File: src/rtl/spi_flash_responder.sv
// SPI Mode 0 target emulating the READ path of a serial flash.
// SCK, MOSI and CS are oversampled on clk through 2-FF synchronizers.
// Command 0x03 takes a 24-bit address and streams bytes from local memory,
// auto-incrementing the address. Command 0x05 returns STATUS_BYTE repeatedly.
// Any other command is flagged on o_CMD_ERR and ignored until CS rises.
//
// Ports:
//   clk, reset   system clock, synchronous active-high reset
//   i_SPI_CLK    SPI clock from the master (asynchronous to clk)
//   i_SPI_MOSI   master-out data
//   i_SPI_CS     chip select, active low
//   o_SPI_MISO   slave-out data
//   o_MISO_OE    MISO output enable (pad tristated when 0)
//   o_MEM_ADDR   local memory read address
//   o_MEM_RD     one-cycle read strobe
//   i_MEM_DATA   read data, valid one clk after o_MEM_RD
//   o_Active     high while a recognised command is in progress
//   o_CMD_ERR    one-cycle pulse when an unsupported command completes
module spi_flash_responder #(
    parameter int unsigned ADDR_W      = 12,
    parameter logic [7:0]  STATUS_BYTE = 8'h00
) (
    input  logic              clk,
    input  logic              reset,
    input  logic              i_SPI_CLK,
    input  logic              i_SPI_MOSI,
    input  logic              i_SPI_CS,
    output logic              o_SPI_MISO,
    output logic              o_MISO_OE,
    output logic [ADDR_W-1:0] o_MEM_ADDR,
    output logic              o_MEM_RD,
    input  logic [7:0]        i_MEM_DATA,
    output logic              o_Active,
    output logic              o_CMD_ERR
);

    typedef enum logic [2:0] {
        StIdle,
        StCmd,
        StAddr,
        StData,
        StStat,
        StIgnore
    } state_e;

    // Synchronizers and edge detection
    logic [1:0] sck_sync_q;
    logic       sck_dly_q;
    logic [1:0] mosi_sync_q;
    logic [1:0] cs_sync_q;
    logic [1:0] flush_q;
    logic       cs_hi_q;

    logic sck_s, mosi_s, cs_s;
    logic sck_rise, sck_fall, cs_fall;

    assign sck_s    = sck_sync_q[1];
    assign mosi_s   = mosi_sync_q[1];
    assign cs_s     = cs_sync_q[1];
    assign sck_rise = sck_s & ~sck_dly_q;
    assign sck_fall = ~sck_s & sck_dly_q;
    // cs_hi_q only reports CS high once the preset synchronizer values have
    // flushed, so a CS held low across reset never looks like a falling edge.
    assign cs_fall  = cs_hi_q & ~cs_s;

    always_ff @(posedge clk) begin
        if (reset) begin
            sck_sync_q  <= 2'b00;
            sck_dly_q   <= 1'b0;
            mosi_sync_q <= 2'b00;
            cs_sync_q   <= 2'b11;
            flush_q     <= 2'b00;
            cs_hi_q     <= 1'b0;
        end else begin
            sck_sync_q  <= {sck_sync_q[0], i_SPI_CLK};
            sck_dly_q   <= sck_s;
            mosi_sync_q <= {mosi_sync_q[0], i_SPI_MOSI};
            cs_sync_q   <= {cs_sync_q[0], i_SPI_CS};
            flush_q     <= {flush_q[0], 1'b1};
            cs_hi_q     <= cs_s & flush_q[1];
        end
    end

    // Main FSM and datapath
    state_e            state_q, state_d;
    logic [4:0]        bit_cnt_q, bit_cnt_d;
    logic [23:0]       shift_q, shift_d;
    logic [7:0]        tx_q, tx_d;
    logic              miso_q, miso_d;
    logic              oe_q, oe_d;
    logic [ADDR_W-1:0] addr_q, addr_d;
    logic              rd_q, rd_d;
    logic              ld_q, ld_d;
    logic              err_q, err_d;
    logic [23:0]       shift_in;

    assign shift_in = {shift_q[22:0], mosi_s};

    always_ff @(posedge clk) begin
        if (reset) begin
            state_q   <= StIdle;
            bit_cnt_q <= 5'd0;
            shift_q   <= 24'd0;
            tx_q      <= 8'd0;
            miso_q    <= 1'b0;
            oe_q      <= 1'b0;
            addr_q    <= '0;
            rd_q      <= 1'b0;
            ld_q      <= 1'b0;
            err_q     <= 1'b0;
        end else begin
            state_q   <= state_d;
            bit_cnt_q <= bit_cnt_d;
            shift_q   <= shift_d;
            tx_q      <= tx_d;
            miso_q    <= miso_d;
            oe_q      <= oe_d;
            addr_q    <= addr_d;
            rd_q      <= rd_d;
            ld_q      <= ld_d;
            err_q     <= err_d;
        end
    end

    always_comb begin
        state_d   = state_q;
        bit_cnt_d = bit_cnt_q;
        shift_d   = shift_q;
        tx_d      = tx_q;
        miso_d    = miso_q;
        oe_d      = oe_q;
        addr_d    = addr_q;
        rd_d      = 1'b0;
        ld_d      = rd_q;
        err_d     = 1'b0;

        // Memory data arrives one cycle after the strobe; SCK phases of at
        // least 4 clk guarantee this lands before the next SCK fall.
        if (ld_q) begin
            tx_d = i_MEM_DATA;
        end

        case (state_q)
            StIdle: begin
                oe_d   = 1'b0;
                miso_d = 1'b0;
                if (cs_fall) begin
                    state_d   = StCmd;
                    bit_cnt_d = 5'd0;
                end
            end
            StCmd: begin
                if (sck_rise) begin
                    shift_d = shift_in;
                    if (bit_cnt_q == 5'd7) begin
                        bit_cnt_d = 5'd0;
                        case (shift_in[7:0])
                            8'h03: state_d = StAddr;
                            8'h05: begin
                                state_d = StStat;
                                tx_d    = STATUS_BYTE;
                            end
                            default: begin
                                state_d = StIgnore;
                                err_d   = 1'b1;
                            end
                        endcase
                    end else begin
                        bit_cnt_d = bit_cnt_q + 5'd1;
                    end
                end
            end
            StAddr: begin
                if (sck_rise) begin
                    shift_d = shift_in;
                    if (bit_cnt_q == 5'd23) begin
                        bit_cnt_d = 5'd0;
                        addr_d    = shift_in[ADDR_W-1:0];
                        rd_d      = 1'b1;
                        state_d   = StData;
                    end else begin
                        bit_cnt_d = bit_cnt_q + 5'd1;
                    end
                end
            end
            StData: begin
                if (sck_rise) begin
                    if (bit_cnt_q == 5'd7) begin
                        // Prefetch the next byte; address wraps at 2^ADDR_W.
                        bit_cnt_d = 5'd0;
                        addr_d    = addr_q + {{(ADDR_W-1){1'b0}}, 1'b1};
                        rd_d      = 1'b1;
                    end else begin
                        bit_cnt_d = bit_cnt_q + 5'd1;
                    end
                end
                if (sck_fall) begin
                    oe_d   = 1'b1;
                    miso_d = tx_q[7];
                    tx_d   = {tx_q[6:0], 1'b0};
                end
            end
            StStat: begin
                // Rotate so the status byte repeats every 8 bits.
                if (sck_fall) begin
                    oe_d   = 1'b1;
                    miso_d = tx_q[7];
                    tx_d   = {tx_q[6:0], tx_q[7]};
                end
            end
            StIgnore: begin
                oe_d = 1'b0;
            end
            default: begin
                state_d = StIdle;
            end
        endcase

        // CS high overrides everything, including an SCK edge this cycle.
        if (cs_s) begin
            state_d   = StIdle;
            bit_cnt_d = 5'd0;
            oe_d      = 1'b0;
            miso_d    = 1'b0;
            rd_d      = 1'b0;
            ld_d      = 1'b0;
            err_d     = 1'b0;
        end
    end

    assign o_SPI_MISO = miso_q;
    assign o_MISO_OE  = oe_q;
    assign o_MEM_ADDR = addr_q;
    assign o_MEM_RD   = rd_q;
    assign o_CMD_ERR  = err_q;
    assign o_Active   = (state_q == StCmd) || (state_q == StAddr) ||
                        (state_q == StData) || (state_q == StStat);

endmodule

File: config.mk
export PLATFORM = sky130hd
export DESIGN_NAME = spi_flash_responder
export DESIGN_NICKNAME = d
export VERILOG_FILES = /design/src/rtl/spi_flash_responder.sv
export SDC_FILE = /design/constraint.sdc
export NUM_CORES = 1
export LEC_CHECK = 0
export CAP_MARGIN = 20
export CORE_ASPECT_RATIO = 1.2
export CORE_MARGIN = 10
export CORE_UTILIZATION = 35
export DETAILED_ROUTE_END_ITERATION = 7
export SLEW_MARGIN = 15
export SYNTH_ARGS = -nofsm -noshare
export SYNTH_HDL_FRONTEND = slang
export SYNTH_SLANG_ARGS = --single-unit
File: constraint.sdc
create_clock -name clk -period 3.1 [get_ports clk]
set_input_delay 0.62 -clock clk [delete_from_list [all_inputs] [get_ports clk]]
set_output_delay 0.62 -clock clk [all_outputs]
set_load 0.1 [all_outputs]
-- After elaboration in Yosys (flattened, before gate mapping)
Cells that the tools add are included.
W data, S select, Z words.
- word-level logic and storage cells: 106
- input bits: 13
- flip-flop bits (word level): 54
- output and inout port bits: 17
- eq/ne operators: 18
- $add $sub $neg: 2
- bitwise logic cells: 11
- reductions and logical operators: 22
- multiplexer cells: 36
- operators by type and width (cell ; count):
    $mux W12 ; 4
    $mux W8 ; 6
    $mux W5 ; 5
    $pmux W12 S2 ; 1
    $pmux W8 S3 ; 1
    $mux W3 ; 5
    $pmux W5 S3 ; 1
    $ne A2 B2 Y1 const B ; 7
    $add A12 B1 Y12 const B ; 1
    $pmux W3 S4 ; 1
    $reduce_or A2 Y1 ; 6
    $eq A8 B2 Y1 const B ; 1
    $eq A8 B3 Y1 const B ; 1
    $mux W1 ; 8
    $not A1 Y1 ; 7
    $eq A3 B2 Y1 const B ; 2
    $eq A3 B3 Y1 const B ; 2
    $pmux W1 S2 ; 3
    $pmux W3 S2 ; 1
    $reduce_and A2 Y1 ; 3
    $reduce_and A6 Y1 ; 1
    $reduce_bool A2 Y1 ; 3
    $add A5 B1 Y5 const B ; 1
    $eq A5 B3 Y1 const B ; 1
    other kinds (11) ; 17

-- Depth between registers and ports, before layout
Gate-level depths: netlist (run 1).
- depth after elaboration: 5
- gate-level depth with buffers: 6
- depth with buffers taken out: 5

-- Worst setup path after synthesis (run 1)
Ideal clock, no wire load.
- path type: register -> output
- start point: reg state_q[2]
- end point: out o_Active
- stages on the path, launching flop included: 4
- data arrival time: 2.332 ns
- slack: 0.148 ns
- path buffers: 2
- required time: 2.480 ns
- path through: dfxtp_1 clkbuf_1 clkbuf_1 xnor2_1
- word-level cells in the longest chain between the ends: 4
- elaborated cells on any way between the ends: 7
- classes of those cells: eq/ne: 4; reduce/logical: 3
- ends and longest elaborated chain (item ; line ; source):
    start: declaration ; 85 ; state_e state_q, state_d;
    start signal: assignment ; 101 ; state_q <= StIdle;
    start signal: assignment ; 112 ; state_q <= state_d;
    $eq A3 B1 Y1 / $eq A3 B2 Y1 (equally long branches) ; 236 ; assign o_Active = (state_q == StCmd) || (state_q == StAddr) ||
    $logic_or A1 B1 Y1 (2 in series) ; 236 ;
    $logic_or A1 B1 Y1 * ; 237 ; (state_q == StData) || (state_q == StStat);
    end: declaration ; 33 ; output logic o_Active,
Every way passes the cells marked *; elsewhere a longest branch is shown, timed or not.

-- Worst setup path in the final report (run 1)
- start point: reg state_q[0]
- end point: out o_Active
Same word-level chain as after synthesis.

==> results of run 1 <==
-- metal layers --
metal	routed length, um	GRT usage
met5	0	0
met4	99	0.0450
met3	158	0.0229
met2	2780	0.162
met1	2990	0.137
-- final cells by class --
class | instances | area, sq um | area share
flip-flops and latches | 54 | 1080 | 0.359
clock buffers | 7 | 76.3 | 0.0254
multi-input cells | 217 | 1440 | 0.478
clock inverters | 1 | 30.0 | 0.00998
inverters | 4 | 15.0 | 0.00499
repair buffers | 30 | 255 | 0.0848
well taps | 90 | 113 | 0.0374
-- kinds of logic after synthesis --
group,Yosys count
AOI/OAI and AO/OA,70
xor gates and xnor gates,5
adders and majority gates,2
buffers and inverters,23
DFF,54
muxes,24
and+or+nand+nor,116
-- through the flow --
| step | hold slack, ns | power (mW) | std cells | instance area, sq um |
|---|---|---|---|---|
| 2_1_floorplan | 0.389 | 0.734 | 294 | 2610 |
| 3_3_place_gp | 0.396 | 0.755 | 395 | 2900 |
| 3_5_place_dp | 0.398 | 0.755 | 395 | 2900 |
| 4_1_cts | 0.421 | 1.23 | 403 | 3010 |
| 5_1_grt | 0.440 | 1.25 | 403 | 3010 |
| 6_report | 0.418 | 1.21 | 403 | 3010 |
-- sequential cells by signal, summed over array words and instances (netlist names), 3 cells and up --
name        cells
bit_cnt_q       5
o_MEM_ADDR     12
shift_q        11
state_q         3
tx_q            8
-- cells in the mapped netlist (all sizes together) (2+ instances only) --
master and n:
clkbuf 12, a211oi 2, a21oi 15, o21bai 2, nand4b 3, o31ai 3, o21ai 20, xor2 3
nor3b 4, nand3b 3, inv 4, and3 5, o2bb2ai 8, buf 7, a31oi 4, or3 4
ha 2, nand2 15, xnor2 2, nand2b 6, nand3 10, a311oi 2, and2 8, nor2b 10
dfxtp 54, or2 5, nor4 2, o32ai 3, nor4b 2, nand4 2, mux2i 23, a22oi 2
nor3 7, nor2 24, o211ai 2
-- critical path: cells and delay by family, from the launching register on --
family / cells / cell delay [ns]
xor gates and xnor gates: 1 / 0.21
buffers and inverters: 1 / 0.32
DFF: 1 / 0.74
and+or+nand+nor: 1 / 0.22
-- cell usage in the layout (no fill, tap or decap), types with 4 or more instances in the layout --
cell / synthesis / final
dfxtp_1: 54 / 54
nor2_1: 24 / 24
mux2i_1: 23 / 23
o21ai_0: 20 / 20
buf_4: 0 / 18
nand2_1: 15 / 15
a21oi_1: 15 / 15
clkdlybuf4s50_1: 0 / 12
nand3_1: 10 / 10
nor2b_1: 10 / 10
o2bb2ai_1: 8 / 8
and2_1: 8 / 8
nor3_1: 7 / 7
nand2b_1: 6 / 6
or2_2: 5 / 5
and3_1: 5 / 5
clkbuf_8: 0 / 5
inv_1: 4 / 4
or3_1: 4 / 4
nor3b_1: 4 / 4
a31oi_1: 4 / 4
-- power by group --
group	internal, mW	leakage [nW]	switching [mW]
Clock	0.242	0.0524	0.230
Combinational	0.0197	0.616	0.0177
Sequential	0.699	0.437	0.00218
Total	0.961	1.11	0.250
-- final timing paths --
check	startpoint	endpoint	slack [ns]	cells after the start
max	state_q[0]	o_Active	0.67	3
min	cs_sync_q[0]	cs_sync_q[1]	0.42	1
max reg2reg	state_q[0]	o_MEM_ADDR[0]	0.82	3
min reg2reg	cs_sync_q[0]	cs_sync_q[1]	0.42	1
==> out/metrics.yaml, run 1 <==
yosys:
  synth_compound_gate_area_share: 0.178
  ys_seq_area_frac: 0.414
  synth_top_area_cell: "dfxtp_1"
  syn_nets: 309
  synthMuxAreaShare: 0.0925
  async_flop_share: 0
  syn_area_per_cell_sq_um: 8.88
  yosys_warnings: 0
  synth_edf_count: 0
  ys_ff_latch: 54
  synthCells: 294
  synthDistinctLibCells: 53
  synth_top_family_by_area: "simple AND/OR/NAND/NOR gates"
  ys.flop_type: "dfxtp_1"
  netlist_top_cells_area: "dfxtp_1, mux2i_1, o21ai_0"
  netlist_area_sq_mm: 0.00261
  synth_xor_area_frac: 0.0168
  yosysTopAreaCellShare: 0.414
  synth-simple-area-share: 0.254
  synthAdderAreaFrac: 0.00958
global_routing:
  grt.overflow.total: 0
  grt_max_degree: 32
  grt_pass1_vias: 2049
  antenna_found_initial: 0
  grt_pass1_wl_mm: 10.1
  grt_usage: 0.105
cts:
  ctsResizeCount: 0
  cts-root-buf: "clkbuf_8"
  clockBufferDepth: 2
  htreeDepth: 2
  cts_sinks: 54
  postCtsSetupRepairBufs: 0
  tritoncts: "yes"
  cts_hold_buf: 0
  insertion_delay_ns: 0.31
  clk_pin_slew_worst_paths_ns: 0.10
  cts_made_buffers: 5
sta:
  finalSetupTns_ns: 0
  finalCritPeriodShare: 0.782
  finalClockSkew_ns: 0.0124
  finalCriticalPeriod_ns: 2.43
  worst_slack_ns: 0.674
  drv_slew: 0
  tightest_slew_ns: 0.818
  setup_viol: 0
  finalHoldViolations: 0
  rsz0062_at_grt: "no"
  slew_headroom: 0.453
  fmax_mhz: 412
floorplan:
  coreArea_sq_mm: 0.00727
  dieHeight_um: 115
  dieArea_sq_mm: 0.0113
  ios: 30
  num_rows: 34
  die_x_um: 98.9
  initial_utilization: 0.359
worst_setup_path:
  critical_path_arrival_ns: 1.81
  start_kind: "flip-flop"
  required_ns: 2.48
  critical_path.endpoint_type: "output pin"
  path_class: "reg -> out"
  worstPathCellList: "nor2_1 > xnor2_1 > buf_4"
  critPathMaxFanout: 20
  cp_slowest_cell: "dfxtp_1"
  worst_path_largest_cell_delay_ns: 0.74
drt:
  vias_per_cell: 5.36
  ant_nets: 0
  wl_per_cell_um: 14.9
  drc_errors: 0
  vias: 2159
  firstDrtPassIters: 4
  drtIter0Drc: 107
  wl_mm: 6.02
layout:
  fill_cells: 718
  syn_to_final_growth_pct: 15.3
  antenna_cells: 0
  fin_util: 0.414
  finalNetCount: 327
  final_layout_size_suffix_gt1_frac: 0.105
pwr:
  p_leak_nw: 1.11
  peakVddDrop_v: 0.000212
  power.density_mw_per_mm2: 402
outcome:
  status: "complete, no violations"
placed_design:
  dpl.hpwl_mm: 4.18
  pre_cts_ws_ns: 0.885
  portBuffers: 29
  gp_congestion: 0.806
hold_path:
  holdCritPathClass: "reg -> reg"
job:
  cap_violations: 0
No activity file was read; power rests on OpenSTA's default activity.
==> inputs of run 2 (changes only) <==
- clock period: 3.1 -> 2.4 ns (I/O delays scaled with it)
==> out/metrics.yaml, run 2 (same netlist as run 1, synthesis figures left out) <==
floorplan:
  dieArea_sq_mm: 0.0113  # unchanged
  dieHeight_um: 115  # unchanged
  num_rows: 34  # unchanged
  coreArea_sq_mm: 0.00727  # unchanged
  ios: 30  # unchanged
  die_x_um: 98.9  # unchanged
  initial_utilization: 0.359  # unchanged
cts:
  cts_made_buffers: 5  # unchanged
  cts-root-buf: "clkbuf_8"  # unchanged
  cts_hold_buf: 0  # unchanged
  insertion_delay_ns: 0.30  # was 0.31 ns
  ctsResizeCount: 0  # unchanged
  clockBufferDepth: 2  # unchanged
  tritoncts: "yes"  # unchanged
  htreeDepth: 2  # unchanged
  cts_sinks: 54  # unchanged
  clk_pin_slew_worst_paths_ns: 0.10  # about the same
  postCtsSetupRepairBufs: 0  # unchanged
layout:
  syn_to_final_growth_pct: 17.9  # was 15.3%
  final_common_cell: "dfxtp_1"  # unchanged
  antenna_cells: 0  # unchanged
  fin_cells: 409  # was 403
  finalNetCount: 333  # was 327
  final_cell_mix: "dfxtp_1, nor2_1, mux2i_1, buf_4, o21ai_0"  # was dfxtp_1, nor2_1, mux2i_1
  largest_reg_flops: 12  # unchanged
  final_layout_size_suffix_gt1_frac: 0.129  # was 0.105
  design_area_sq_mm: 0.00308  # was 0.00301 sq mm
global_routing:
  grt.overflow.total: 0  # unchanged
  grt_max_degree: 31  # was 32
  grt_pass1_wl_mm: 9.85  # was 10.1 mm
  antenna_found_initial: 0  # unchanged
  grt_pass1_vias: 2061  # was 2049
  grt_usage: 0.101  # was 0.105
worst_setup_path:
  required_ns: 2.58  # was 2.48 ns
  rr_startpoint: "bit_cnt_q[0]"  # was state_q[0]
  critPathTopFamily: "simple AND/OR/NAND/NOR gates"  # was flip-flops
  crit_buf_inv: 0  # was 1
  critPathMaxFanout: 8  # was 20
  critical_path_arrival_ns: 2.41  # was 1.81 ns
  critical_path.endpoint_type: "flip-flop"  # was output pin
  start_kind: "flip-flop"  # unchanged
  path_class: "reg -> reg"  # was reg -> out
  ff2ff_setup_slack_ns: 0.17  # was 0.82 ns
  worstPathCellList: "ha_1 > or4bb_1 > or3_1 > o211ai_2 > o32ai_1"  # was nor2_1 > xnor2_1 > buf_4
  worst_path_largest_cell_delay_ns: 0.57  # was 0.74 ns
  rr_worst_depth: 5  # was 3
  cp_slowest_cell: "or4bb_1"  # was dfxtp_1
  rr_endpoint: "tx_q[0]"  # was o_MEM_ADDR[0]
sta:
  rsz0062_at_grt: "no"  # unchanged
  slew_headroom: 0.554  # was 0.453
  worst_slack_ns: 0.168  # was 0.674 ns
  setup_viol: 0  # unchanged
  finalSetupTns_ns: 0  # unchanged
  finalCriticalPeriod_ns: 2.23
  drv_slew: 0  # unchanged
  fmax_mhz: 448
  tightest_slew_ns: 0.660  # was 0.818 ns
  finalCritPeriodShare: 0.930
  finalHoldViolations: 0  # unchanged
  finalClockSkew_ns: 0.00537  # was 0.0124 ns
pwr:
  p_leak_nw: 1.15  # was 1.11 nW
  power.density_mw_per_mm2: 508  # was 402 mW/mm^2
  peakVddDrop_v: 0.000289  # was 0.000212 V
drt:
  drtIter0Drc: 106  # was 107
  drc_errors: 0  # unchanged
  ant_nets: 0  # unchanged
  firstDrtPassIters: 6  # was 4
  wl_mm: 5.96  # was 6.02 mm
  vias: 2207  # was 2159
  wl_per_cell_um: 14.6  # was 14.9 um
  vias_per_cell: 5.40  # was 5.36
hold_path:
  min_to: "cs_sync_q[1]"  # unchanged
  hold_depth: 1  # unchanged
  holdCritPathClass: "reg -> reg"  # unchanged
  worstHoldStart: "cs_sync_q[0]"  # unchanged
outcome:
  status: "complete, no violations"  # unchanged
placed_design:
  pre_cts_ws_ns: 0.191  # was 0.885 ns
  gp_congestion: 0.816  # was 0.806
  portBuffers: 29  # unchanged
  dpl.hpwl_mm: 4.23  # was 4.18 mm
  dp.cells: 401  # was 395
  post_dp_cell_area_sq_mm: 0.00297  # was 0.00290 sq mm
job:
  cap_violations: 0  # unchanged
## run 2: changes by cell type in the layout (fill, tap and decap cells not counted), sizes merged
cell | previous run | this run
buf | 18 | 24
clkbuf | 7 | 6
clkinvlp | 0 | 1
## run 2: per-layer routing
metal  share of wire  track usage  vias up
met5               0            0        -
met4           0.010       0.0316        0
met3           0.026       0.0193        5
met2            0.48        0.169       32
met1            0.48        0.128     1056
li1                -            -     1114
## run 2: worst max path at each step
stage	start	to	slack, ns	depth (start not counted)
3_3_place_gp	bit_cnt_q[0]	tx_q[0]	0.26	5
3_5_place_dp	bit_cnt_q[0]	tx_q[0]	0.19	5
5_1_grt	bit_cnt_q[0]	tx_q[0]	0.03	5
6_report	bit_cnt_q[0]	tx_q[0]	0.17	5
2_1_floorplan	o_MEM_ADDR[1]	o_MEM_ADDR[10]	0.14	6
4_1_cts	bit_cnt_q[0]	tx_q[0]	0.17	5
## run 2: worst register-to-register path, cell delays in order, from the launching register on
cell	delay, ns
dfxtp_1	0.37
ha_1	0.29
or4bb_1	0.57
or3_1	0.38
o211ai_2	0.37
o32ai_1	0.13
## run 2: cell type report
type	instances	area (sq um)
fillers	727	4200
multi-input cells	217	1450
flip-flops and latches	54	1080
repair buffers	36	313
well taps	90	113
clock buffers	6	72.6
clock inverters	2	37.5
inverters	4	15.0
## run 2: report_power, final
group	switching, mW	internal [mW]
sequential	0.00242	0.903
clock	0.299	0.312
combinational	0.0236	0.0264
## run 2: per-stage QoR
| step | total power [mW] | util | hold slack, ns |
|---|---|---|---|
| finish | 1.57 | 0.423 | 0.417 |
| global route | 1.62 | 0.423 | 0.425 |
| CTS | 1.59 | 0.423 | 0.418 |
| detailed placement | 0.977 | 0.408 | 0.395 |
| global placement | 0.977 | 0.408 | 0.392 |
| floorplan | 0.948 | - | 0.389 |
==> inputs of run 3 (changes only) <==
- clock period: 2.4 -> 2.82 ns (I/O delays scaled with it)
==> out/metrics.yaml, run 3 (same netlist as run 1, synthesis figures left out) <==
sta:
  finalHoldViolations: 0  # unchanged
  fmax_mhz: 429
  finalSetupTns_ns: 0  # unchanged
  drv_slew: 0  # unchanged
  hold-worst-slack_ns: 0.421  # was 0.417 ns
  slew_headroom: 0.473  # was 0.554
  rsz0062_at_grt: "no"  # unchanged
  setup_viol: 0  # unchanged
  finalCritPeriodShare: 0.826
  tightest_slew_ns: 0.788  # was 0.660 ns
  finalCriticalPeriod_ns: 2.33
  finalClockSkew_ns: 0.0110  # was 0.00537 ns
cts:
  clockBufferDepth: 2  # unchanged
  cts_made_buffers: 5  # unchanged
  cts_hold_buf: 0  # unchanged
  clk_pin_slew_worst_paths_ns: 0.11  # was 0.10 ns
  cts_sinks: 54  # unchanged
  cts-root-buf: "clkbuf_8"  # unchanged
  ctsResizeCount: 0  # unchanged
  insertion_delay_ns: 0.32  # was 0.30 ns
  tritoncts: "yes"  # unchanged
  postCtsSetupRepairBufs: 0  # unchanged
  htreeDepth: 2  # unchanged
worst_setup_path:
  critical_path.endpoint_type: "output pin"  # was flip-flop
  cp_slowest_cell: "dfxtp_1"  # was or4bb_1
  ff2ff_setup_slack_ns: 0.60  # was 0.17 ns
  critical_path_arrival_ns: 1.77  # was 2.41 ns
  critPathMaxFanout: 20  # was 8
  start_kind: "flip-flop"  # unchanged
  worstPathCellList: "nor2_1 > xnor2_2 > buf_4"  # was ha_1 > or4bb_1 > or3_1 > o211ai_2 > o32ai_1
  crit_buf_inv: 1  # was 0
  critPathTopFamily: "flip-flops"  # was simple AND/OR/NAND/NOR gates
  required_ns: 2.26  # was 2.58 ns
  path_class: "reg -> out"  # was reg -> reg
  worst_path_largest_cell_delay_ns: 0.73  # was 0.57 ns
pwr:
  peakVddDrop_v: 0.000240  # was 0.000289 V
  p_leak_nw: 1.13  # was 1.15 nW
  power.density_mw_per_mm2: 423  # was 508 mW/mm^2
  finalPower_mw: 1.28  # was 1.57 mW
layout:
  syn_to_final_growth_pct: 16.1  # was 17.9%
  design_area_sq_mm: 0.00303  # was 0.00308 sq mm
  final_cell_mix: "dfxtp_1, nor2_1, mux2i_1"  # was dfxtp_1, nor2_1, mux2i_1, buf_4, o21ai_0
  antenna_cells: 0  # unchanged
  final_common_cell: "dfxtp_1"  # unchanged
  final_layout_size_suffix_gt1_frac: 0.123  # was 0.129
  finalNetCount: 330  # was 333
  largest_reg_flops: 12  # unchanged
drt:
  wl_per_cell_um: 14.6  # about the same
  wl_mm: 5.94  # was 5.96 mm
  drtIter0Drc: 102  # was 106
  ant_nets: 0  # unchanged
  vias_per_cell: 5.32  # was 5.40
  firstDrtPassIters: 4  # was 6
  drc_errors: 0  # unchanged
  vias: 2160  # was 2207
global_routing:
  grt_usage: 0.104  # was 0.101
  grt_pass1_wl_mm: 9.97  # was 9.85 mm
  grt_pass1_vias: 2016  # was 2061
  grt_max_degree: 32  # was 31
  antenna_found_initial: 0  # unchanged
  grt.overflow.total: 0  # unchanged
placed_design:
  portBuffers: 29  # unchanged
  dpl.hpwl_mm: 4.17  # was 4.23 mm
  gp_congestion: 0.794  # was 0.816
  post_dp_cell_area_sq_mm: 0.00293  # was 0.00297 sq mm
floorplan:
  die_x_um: 98.9  # unchanged
  ios: 30  # unchanged
  num_rows: 34  # unchanged
  dieHeight_um: 115  # unchanged
  initial_utilization: 0.359  # unchanged
  dieArea_sq_mm: 0.0113  # unchanged
  coreArea_sq_mm: 0.00727  # unchanged
job:
  cap_violations: 0  # unchanged
outcome:
  status: "complete, no violations"  # unchanged
hold_path:
  holdCritPathClass: "reg -> reg"  # unchanged
==> run 3: cell count changes in the layout (fill, tap and decap cells not counted) <==
cell	before	now
buf_12	1	0
bufinv_16	1	0
inv_6	0	1
inv_8	0	1
buf_4	23	21
clkbuf_1	1	0
clkinv_4	0	1
clkinvlp_4	1	0
==> run 3: per-layer routing <==
layer  track usage  part of all wire
met5             0                 0
met4        0.0402             0.016
met3        0.0181             0.030
met2         0.173              0.49
met1         0.130              0.47
==> run 3: worst paths after layout <==
path,from,end,cells past startpoint
setup / recovery,state_q[0],o_Active,3
hold / removal,cs_sync_q[0],cs_sync_q[1],1
setup reg to reg,state_q[0],tx_q[2],4
hold reg to reg,cs_sync_q[0],cs_sync_q[1],1
==> run 3: through the flow <==
step / utilization / std cells / setup slack [ns]
4_1_cts: 0.417 / 406 / 0.467
6_report: 0.417 / 406 / 0.490
2_1_floorplan: - / 294 / 0.550
5_1_grt: 0.417 / 406 / 0.312
3_3_place_gp: 0.403 / 398 / 0.652
3_5_place_dp: 0.403 / 398 / 0.631
==> run 3: final cells by class <==
type | count | area (sq um)
repair buffers | 33 | 278
inverters | 4 | 15.0
multi-input cells | 217 | 1450
well taps | 90 | 113
fillers | 730 | 4240
clock inverters | 3 | 28.8
flip-flops and latches | 54 | 1080
clock buffers | 5 | 68.8
==> run 3: worst register-to-register path: stages, from the launching register on <==
cell	delay, ns
dfxtp_1	0.73
and3b_1	0.57
o21bai_1	0.26
nor2_1	0.43
o2bb2ai_1	0.16
==> run 3: report_power, final <==
part / leakage (nW) / internal [mW] / switching, mW
sequential: 0.437 / 0.769 / 0.00231
clock: 0.0506 / 0.186 / 0.284
combinational: 0.639 / 0.0217 / 0.0201
